**src/rtl/conv_pkg.sv**
```systemverilog
// -----------------------------------------------------------------------------
// conv_pkg
// Shared constants, types and helpers for the convolution datapath
// (window generator and convolution channel).
//
// Contents:
//   DataWidth, InputDim, KernelSize, KernelDim : default geometry
//   pixel_t                                    : one InputDim-channel pixel
//   win_bit_offset(c, k, dw)                   : bit offset of element k of
//                                                channel c on the window bus
// -----------------------------------------------------------------------------
package conv_pkg;

    localparam int DataWidth  = 32;
    localparam int InputDim   = 4;
    localparam int KernelSize = 9;
    localparam int KernelDim  = 3;

    typedef logic [InputDim*DataWidth-1:0] pixel_t;

    // Window bus layout: channel-major, then k = 3*row_offset + col_offset.
    // The element width is an argument so instances with a non-default
    // DataWidth share the exact same layout rule.
    function automatic int win_bit_offset(input int c, input int k, input int dw);
        return (c * KernelSize + k) * dw;
    endfunction

endpackage

```
**src/rtl/conv_line_buffer.sv**
```systemverilog
// -----------------------------------------------------------------------------
// conv_line_buffer
// Enable-gated delay line of Depth entries. On each enabled cycle the oldest
// entry is presented on o_data and i_data is written in its place, so o_data
// is the word written exactly Depth enabled cycles earlier.
// Contents are not cleared by reset; only the circular pointer is.
//
// Ports:
//   i_clk   in   1      clock, rising edge
//   i_rst   in   1      synchronous active-high reset (pointer only)
//   i_en    in   1      advance the delay line this cycle
//   i_data  in   Width  word entering the line
//   o_data  out  Width  word leaving the line (valid while i_en is high)
// -----------------------------------------------------------------------------
module conv_line_buffer #(
    parameter int Depth = 8,
    parameter int Width = 128
) (
    input  logic             i_clk,
    input  logic             i_rst,
    input  logic             i_en,
    input  logic [Width-1:0] i_data,
    output logic [Width-1:0] o_data
);

    localparam int PtrW = (Depth > 1) ? $clog2(Depth) : 1;

    logic [Width-1:0] r_mem [Depth];
    logic [PtrW-1:0]  r_ptr;

    // Read-before-write: the slot about to be overwritten holds the oldest word.
    assign o_data = r_mem[r_ptr];

    // Circular pointer, advances once per enabled cycle.
    always_ff @(posedge i_clk) begin
        if (i_rst) begin
            r_ptr <= '0;
        end else if (i_en) begin
            if (r_ptr == PtrW'(Depth - 1)) begin
                r_ptr <= '0;
            end else begin
                r_ptr <= r_ptr + PtrW'(1);
            end
        end else begin
            r_ptr <= r_ptr;
        end
    end

    // Storage write; data is deliberately not reset.
    always_ff @(posedge i_clk) begin
        if (i_en) begin
            r_mem[r_ptr] <= i_data;
        end
    end

endmodule

```
**src/rtl/conv_window_gen.sv**
```systemverilog
// -----------------------------------------------------------------------------
// conv_window_gen
// Turns a raster-order pixel stream into 3x3 sliding windows (no padding)
// for the convolution channel. Two cascaded line buffers supply the two rows
// above the incoming pixel; a 3x3 register array holds the current window.
//
// Optional build macro: WINGEN_STRIDE2_EN
//   defined   : emit only windows whose top-left (r-2, c-2) is even/even
//   undefined : stride 1, every window with r>=2 and c>=2
//
// Ports:
//   Clk           in   1                               clock, rising edge
//   Rst           in   1                               synchronous active-high reset
//   pixel_in      in   InputDim*DataWidth              channel c at [c*DataWidth +: DataWidth]
//   pixel_valid   in   1                               pixel_in accepted this cycle
//   pixel_sof     in   1                               with pixel_valid: pixel is (0,0)
//   window_out    out  InputDim*KernelSize*DataWidth   window bus, see conv_pkg::win_bit_offset
//   window_valid  out  1                               one-cycle strobe
//   frame_done    out  1                               one-cycle strobe after last pixel of frame
// -----------------------------------------------------------------------------
module conv_window_gen
    import conv_pkg::*;
#(
    parameter int DataWidth  = conv_pkg::DataWidth,
    parameter int InputDim   = conv_pkg::InputDim,
    parameter int KernelSize = conv_pkg::KernelSize,
    parameter int ImgWidth   = 8,
    parameter int ImgHeight  = 8
) (
    input  logic                                   Clk,
    input  logic                                   Rst,
    input  logic [InputDim*DataWidth-1:0]          pixel_in,
    input  logic                                   pixel_valid,
    input  logic                                   pixel_sof,
    output logic [InputDim*KernelSize*DataWidth-1:0] window_out,
    output logic                                   window_valid,
    output logic                                   frame_done
);

    localparam int PixW = InputDim * DataWidth;
    localparam int WinW = InputDim * KernelSize * DataWidth;
    localparam int ColW = $clog2(ImgWidth);
    localparam int RowW = $clog2(ImgHeight);

    if (KernelSize != 9) begin : g_bad_kernel
        $error("conv_window_gen: KernelSize must be 9 (3x3)");
    end
    if (ImgWidth < 3 || ImgHeight < 3) begin : g_bad_image
        $error("conv_window_gen: ImgWidth and ImgHeight must be >= 3");
    end

    logic            w_accept;
    logic [ColW-1:0] r_col;
    logic [RowW-1:0] r_row;
    logic [ColW-1:0] w_col;
    logic [RowW-1:0] w_row;
    logic [ColW-1:0] w_col_nxt;
    logic [RowW-1:0] w_row_nxt;
    logic            w_last_col;
    logic            w_last_row;
    logic            w_stride_ok;
    logic            w_emit;
    logic [PixW-1:0] w_lb0_out;
    logic [PixW-1:0] w_lb1_out;
    logic [PixW-1:0] r_win     [KernelDim][KernelDim];
    logic [PixW-1:0] w_win_nxt [KernelDim][KernelDim];
    logic [WinW-1:0] w_win_flat;

    assign w_accept = pixel_valid & ~Rst;

    // Position of the pixel on the bus: sof overrides the running counters.
    always_comb begin
        if (pixel_sof) begin
            w_row = '0;
            w_col = '0;
        end else begin
            w_row = r_row;
            w_col = r_col;
        end
    end

    // Raster advance from the current pixel position.
    always_comb begin
        w_last_col = (w_col == ColW'(ImgWidth - 1));
        w_last_row = (w_row == RowW'(ImgHeight - 1));
        if (w_last_col) begin
            w_col_nxt = '0;
            if (w_last_row) begin
                w_row_nxt = '0;
            end else begin
                w_row_nxt = w_row + RowW'(1);
            end
        end else begin
            w_col_nxt = w_col + ColW'(1);
            w_row_nxt = w_row;
        end
    end

    // Row/column counters, held during gaps.
    always_ff @(posedge Clk) begin
        if (Rst) begin
            r_row <= '0;
            r_col <= '0;
        end else if (w_accept) begin
            r_row <= w_row_nxt;
            r_col <= w_col_nxt;
        end else begin
            r_row <= r_row;
            r_col <= r_col;
        end
    end

    // lb0 delays by one row (pixel directly above), lb1 by two rows.
    conv_line_buffer #(
        .Depth (ImgWidth),
        .Width (PixW)
    ) u_lb0 (
        .i_clk  (Clk),
        .i_rst  (Rst),
        .i_en   (w_accept),
        .i_data (pixel_in),
        .o_data (w_lb0_out)
    );

    conv_line_buffer #(
        .Depth (ImgWidth),
        .Width (PixW)
    ) u_lb1 (
        .i_clk  (Clk),
        .i_rst  (Rst),
        .i_en   (w_accept),
        .i_data (w_lb0_out),
        .o_data (w_lb1_out)
    );

    // Window after this pixel: shift left, new right column is {top, mid, bottom}.
    // The output register samples this next-state so the emitted window
    // already contains the pixel just accepted.
    always_comb begin
        for (int i = 0; i < KernelDim; i++) begin
            for (int j = 0; j < KernelDim - 1; j++) begin
                w_win_nxt[i][j] = r_win[i][j+1];
            end
        end
        w_win_nxt[0][KernelDim-1] = w_lb1_out;
        w_win_nxt[1][KernelDim-1] = w_lb0_out;
        w_win_nxt[2][KernelDim-1] = pixel_in;
    end

    // Window register array, data only (stale contents are never emitted).
    always_ff @(posedge Clk) begin
        if (w_accept) begin
            r_win <= w_win_nxt;
        end
    end

    // Flatten the next window into the channel-major bus layout.
    always_comb begin
        w_win_flat = '0;
        for (int c = 0; c < InputDim; c++) begin
            for (int i = 0; i < KernelDim; i++) begin
                for (int j = 0; j < KernelDim; j++) begin
                    w_win_flat[win_bit_offset(c, KernelDim*i + j, DataWidth) +: DataWidth] =
                        w_win_nxt[i][j][c*DataWidth +: DataWidth];
                end
            end
        end
    end

    // Stride selection: (r-2),(c-2) even is the same as r,c even.
`ifdef WINGEN_STRIDE2_EN
    assign w_stride_ok = ~w_row[0] & ~w_col[0];
`else
    assign w_stride_ok = 1'b1;
`endif

    // A full 3x3 neighbourhood exists once two rows and two columns precede.
    always_comb begin
        if (w_accept && (w_row >= RowW'(2)) && (w_col >= ColW'(2)) && w_stride_ok) begin
            w_emit = 1'b1;
        end else begin
            w_emit = 1'b0;
        end
    end

    // Registered outputs; window_out holds between windows.
    always_ff @(posedge Clk) begin
        if (Rst) begin
            window_out   <= '0;
            window_valid <= 1'b0;
            frame_done   <= 1'b0;
        end else begin
            window_valid <= w_emit;
            frame_done   <= w_accept & w_last_row & w_last_col;
            if (w_emit) begin
                window_out <= w_win_flat;
            end else begin
                window_out <= window_out;
            end
        end
    end

endmodule

```
**config.mk**
```make
export PLATFORM = sky130hd
export DESIGN_NAME = conv_window_gen
export DESIGN_NICKNAME = d
export VERILOG_FILES = /design/src/rtl/conv_pkg.sv /design/src/rtl/conv_line_buffer.sv /design/src/rtl/conv_window_gen.sv
export SDC_FILE = /design/constraint.sdc
export NUM_CORES = 2
export LEC_CHECK = 0
export CAP_MARGIN = 40
export CORE_AREA = 3 3 502 504
export DETAILED_ROUTE_END_ITERATION = 7
export DIE_AREA = 0 0 505 507
export GPL_TIMING_DRIVEN = 0
export PLACE_DENSITY_LB_ADDON = 0.08
export RECOVER_POWER = 100
export SETUP_SLACK_MARGIN = 0.15
export SLEW_MARGIN = 10
export SYNTH_ARGS = -nofsm -noshare
export SYNTH_HDL_FRONTEND = slang
export SYNTH_SLANG_ARGS = --single-unit
```
**constraint.sdc**
```tcl
create_clock -name Clk -period 58.4 [get_ports Clk]
set_clock_uncertainty 0.05 [all_clocks]
set_input_delay 11.68 -clock Clk [delete_from_list [all_inputs] [get_ports Clk]]
set_output_delay 11.68 -clock Clk [all_outputs]
set_load 0.01 [all_outputs]
```
After elaboration in Yosys (flattened, before gate mapping) --
Memory sizes are Yosys's and may differ from the RTL's. A register that Yosys moved wholly into a read port is not among the register bits. Cells that the tools add are included.
Storage, ports and cells: logic and storage cells 45, output and inout bits 1154, memories 2, ROM bits 0, bits in writable memories 2048, bits of input ports 132, bits in latches 0, bits in registers 1934
Memories:
- u_lb0.r_mem | depth 8, width 128, rd ports 1, clocked after memory_dff 1, write ports 1, line conv_line_buffer.sv:28 | logic [Width-1:0] r_mem [Depth];
- u_lb1.r_mem | depth 8, width 128, rd ports 1, clocked after memory_dff 1, write ports 1, line conv_line_buffer.sv:28
Cells by class: divide/modulo/power cells 0, mux-type cells 14, shift-type cells 0, $mul 0, reductions and logical operators 2, $add $sub $neg 4, bitwise operators 4, eq/ne operators 4, order comparisons 2
Operator list (number):
- 3-bit two-way mux | 11
- 3-bit by 1-bit adder with 3-bit output, second input constant | 4
- 3-bit == test, second input constant | 4
- 3-bit by 2-bit >= comparator with 1-bit output, second input constant | 2
- 1-bit bitwise AND | 3
- 1-bit two-way mux | 3
- 1-bit logical AND | 2
- 1-bit NOT | 1

Logic depth before layout (Yosys ltp) --
word-level depth 5, mapped depth 11, gate-level depth less buffers 8

Modules after synthesis --
A second synthesis with hierarchy kept.
Unflattened totals: cells, all modules 7539, area total of the unflattened synthesis 147116.1 sq um
By module, submodules not included:
- conv_window_gen | sequential area each 46284.4 sq um, times used 1, area an instance 68742.2 sq um, cells an instance 4525
- conv_line_buffer at u_lb1 | sequential area each 30869.6 sq um, times used 1, area an instance 39188.8 sq um, cells an instance 1507
- conv_line_buffer at u_lb0 | sequential area each 30869.6 sq um, times used 1, area an instance 39185.1 sq um, cells an instance 1507

Worst setup path before layout --
OpenSTA, ideal clock, no wires.
kind in2reg, start point input port Rst, end point memory u_lb0.r_mem[1][0], enable pin, arrival 27.911 ns, buffers on the path 1, setup time 0.772 ns, slack 29.667 ns, cell stages on the path 5, required time 57.578 ns, cells stage by stage nand2b_1 > buf_2 > clkinv_2 > nand2_1 > nor3_1
On the way: longest elaborated chain between the ends 4
Ends and longest elaborated chain:
- from (decl) | line conv_window_gen.sv:31 | input logic Rst,
- 1-bit NOT | line conv_window_gen.sv:69 | assign w_accept = pixel_valid & ~Rst;
- 1-bit bitwise AND | line conv_window_gen.sv:69
- named net u_lb0.i_en | line conv_line_buffer.sv:21 | input logic i_en,
- 1-bit two-way mux | line conv_line_buffer.sv:51 | if (i_en) begin
- 1-bit two-way mux (not written as such) | line conv_line_buffer.sv:52 | r_mem[r_ptr] <= i_data;
- to (decl) | line conv_line_buffer.sv:28
The timed path passes the listed nets, and every way through them passes these cells.

Final worst setup path --
start point input port Rst, end point memory u_lb0.r_mem[5][55], enable pin
Same word-level chain as after synthesis.

==> reports/qor.yml <==
outcome:
  status: "finished with violations"
  violations: "max-capacitance violations, max-slew violations"
sta:
  tightest_slew_ps: 8170
  rsz0062_at_grt: "false"
  setup_violations: 0
  slew-limit-headroom_pct: -444
  max_freq_mhz: 37.9
  final_max_slew_viol_count: 1239
  finalHoldViolations: 0
  fin_crit_sh_pct: 45.2
  setup_ws_ps: 32020
  fin_crit_ps: 26380
  tns_ps: 0
cts:
  root_buffer: "clkbuf_16"
  cts_setup_buffers: 0
  h-tree-depth: 5
  cts_sinks: 3988
  cts_max_path_buffers: 4
  cts_tree: "done"
  cts.clk_slew.worst_paths_ps: 60
  cts_resized: 0
  hold_buffers: 0
  clock_latency_ps: 980
  cts_buffers: 402
worst_setup_path:
  crit_top_cell: "clkbuf_1"
  critical-path-max-stage-delay_ps: 4600
  arrival_ps: 26910
  path_class: "in2reg"
  r2r_start: "u_lb0.r_ptr[0]"
  crit_chain: "dlygate4sd3_1 > nand2b_1 > clkbuf_1 > clkinvlp_2 > clkbuf_1 > nand2_1 > nor2_1 > clkbuf_1 > clkbuf_1 > clkbuf_1 > clkbuf_1 > clkbuf_1"
  r2r_slack_ps: 50760
  worstPathMaxFanout: 109
  critPathCaptureType: "flop"
  crit_slowest_cell: "clkbuf_1"
  crit_path_start: "Rst"
  crit_buf_inv: 9
  critPathLaunchType: "primary input"
  required_ps: 58930
  critical-path-top-delay-family: "buffers and inverters"
detailed_routing:
  drtPass1Iterations: 6
  routed_wl_mm: 400
  viasPerCell: 5.74
  drtIter0Drc: 8043
  wl_per_cell_um: 27.7
  drc_errors: 0
  postRouteAntennaNets: 0
  dr_total_vias: 83000
place:
  post_dp_cell_area_um2: 160000
  dp_hpwl_mm: 288
  gp_congestion: 0.913
  pre_cts_slack_ps: 42420
  portBuffers: 1285
logic_synthesis:
  synth-edff-count: 2816
  synth_seq_cells: 3988
  synth_fp_nets: 8965
  synthArstFlopShare_pct: 0
  synth_cell_types: 28
  synth_area_per_cell_um2: 15.9
  synth_cells: 8823
  ys_warn_count: 0
  synthFlopType: "edfxtp_1"
  syn_area_um2: 140000
  seq_area_frac_synth_pct: 77.2
final_layout:
  n_fill_cell: 17000
  syn2layout_area_growth_pct: 22.3
  fin_util_pct: 69.0
  final_cell_mix: "2816 x edfxtp_1, 2311 x nand2_1, 1284 x dlygate4sd3_1, 1172 x dfxtp_1, 1156 x a21oi_1"
  final_nets: 10900
  drive_above_1_share_pct: 11.9
  layout_commonest_cell: "edfxtp_1"
  final_cell_area_um2: 171000
power:
  clock_power_share_pct: 43.4
  ir_drop_mv: 0.0263
  pwr-share-comb_pct: 3.8
  switching_share_pct: 20.7
  power.switching_mw: 1.22
  power.density_nw_per_um2: 34.5
  p_leak_nw: 57.9
  intPower_mw: 4.68
  seqPwrFrac_pct: 52.8
  total_power_mw: 5.90
global_route:
  grt_max_degree: 146
  grt_pass1_wl_mm: 571
  grt_overflow_total: 0
  grt_util_all_layers_pct: 30.8
  first_global_vias: 82600
  grt_antenna_before_repair: 31
worst_hold_path:
  hold_start: "r_win[6]"
  hp-class: "reg2reg"
floorplanning:
  coreArea_um2: 248000
  std_cell_rows: 183
  dieArea_um2: 256000
  initial_core_util_pct: 56.4
  pin_count: 1286
  die_w_um: 505
  die_y_um: 507
job:
  maxCapViolations: 33
[registers in the layout, indices dropped and copies added (netlist names), 3 cells and up, named ones only]
register and flops:
u_lb1.r_mem 1024, r_row 3, u_lb0.r_ptr 3, u_lb1.r_ptr 3
r_col 3, u_lb0.r_mem 1024, window_out 1152, r_win 768
[cells by family (layout without fill, tap and decap cells)]
kind of cell	count (synthesis)	count (layout)	share of synthesized area [%]
multiplexers	772	772	10.3
buffers and inverters	533	2815	1.87
AO/OA/AOI/OAI	1165	1165	4.19
flip-flops	3988	3988	77.2
other	0	16	0
adder cells (fa/ha/maj)	10	10	0.0894
AND/OR/NAND/NOR	2355	2355	6.35
[per-layer routing]
metal  share of wire [%]  global-route usage, %
met5              0.0075                      0
met4                 3.6                   10.5
met3                 9.7                   8.52
met2                  49                   51.0
met1                  37                   39.5
[stage by stage]
stage               instances  hold slack (ps)
detailed placement      13700              382
CTS                     14400              369
finish                  14500              376
floorplan                8823              376
global route            14400              376
global placement        13400              379
[layout make-up]
| class | instances | area (µm²) | area share, % |
|---|---|---|---|
| antenna | 16 | 40.0 | 0.0234 |
| timing repair buffer | 1552 | 14000 | 8.18 |
| multi-input combinational | 4302 | 29300 | 17.1 |
| clock inverter | 180 | 1750 | 1.02 |
| buffer | 528 | 2390 | 1.40 |
| sequential | 3988 | 108000 | 63.1 |
| clock buffer | 550 | 11500 | 6.69 |
| tap | 3330 | 4170 | 2.43 |
| inverter | 5 | 21.3 | 0.0124 |
[worst paths after layout]
| path | end | cells past startpoint |
|---|---|---|
| setup / recovery | u_lb0.r_mem[5][55] | 12 |
| hold / removal | r_win[134] | 0 |
| setup reg to reg | u_lb0.r_mem[5][55] | 7 |
| hold reg to reg | r_win[134] | 0 |
[cell usage after synthesis, types with 7 or more instances]
library cell,n,area share (%)
edfxtp_1,2816,60
nand2_1,2311,6.2
dfxtp_1,1172,17
a21oi_1,1156,4.1
mux4_2,512,8.2
mux2_2,256,2.1
buf_2,238,0.85
clkbuf_1,178,0.48
buf_4,71,0.38
buf_1,34,0.091
nor2_1,20,0.054
ha_1,10,0.089
nor3_1,10,0.036
buf_6,7,0.056
nand2b_1,7,0.031
[power groups by stage]
stage	sequential [mW]	combinational, mW	clock [mW]
2_1_floorplan	3.18	0.124	0
3_3_place_gp	3.20	0.221	0
3_5_place_dp	3.17	0.235	0
4_1_cts	3.11	0.237	2.59
5_1_grt	3.12	0.235	2.70
6_report	3.12	0.223	2.56
Note: power is estimated with default switching activity, not from simulation.
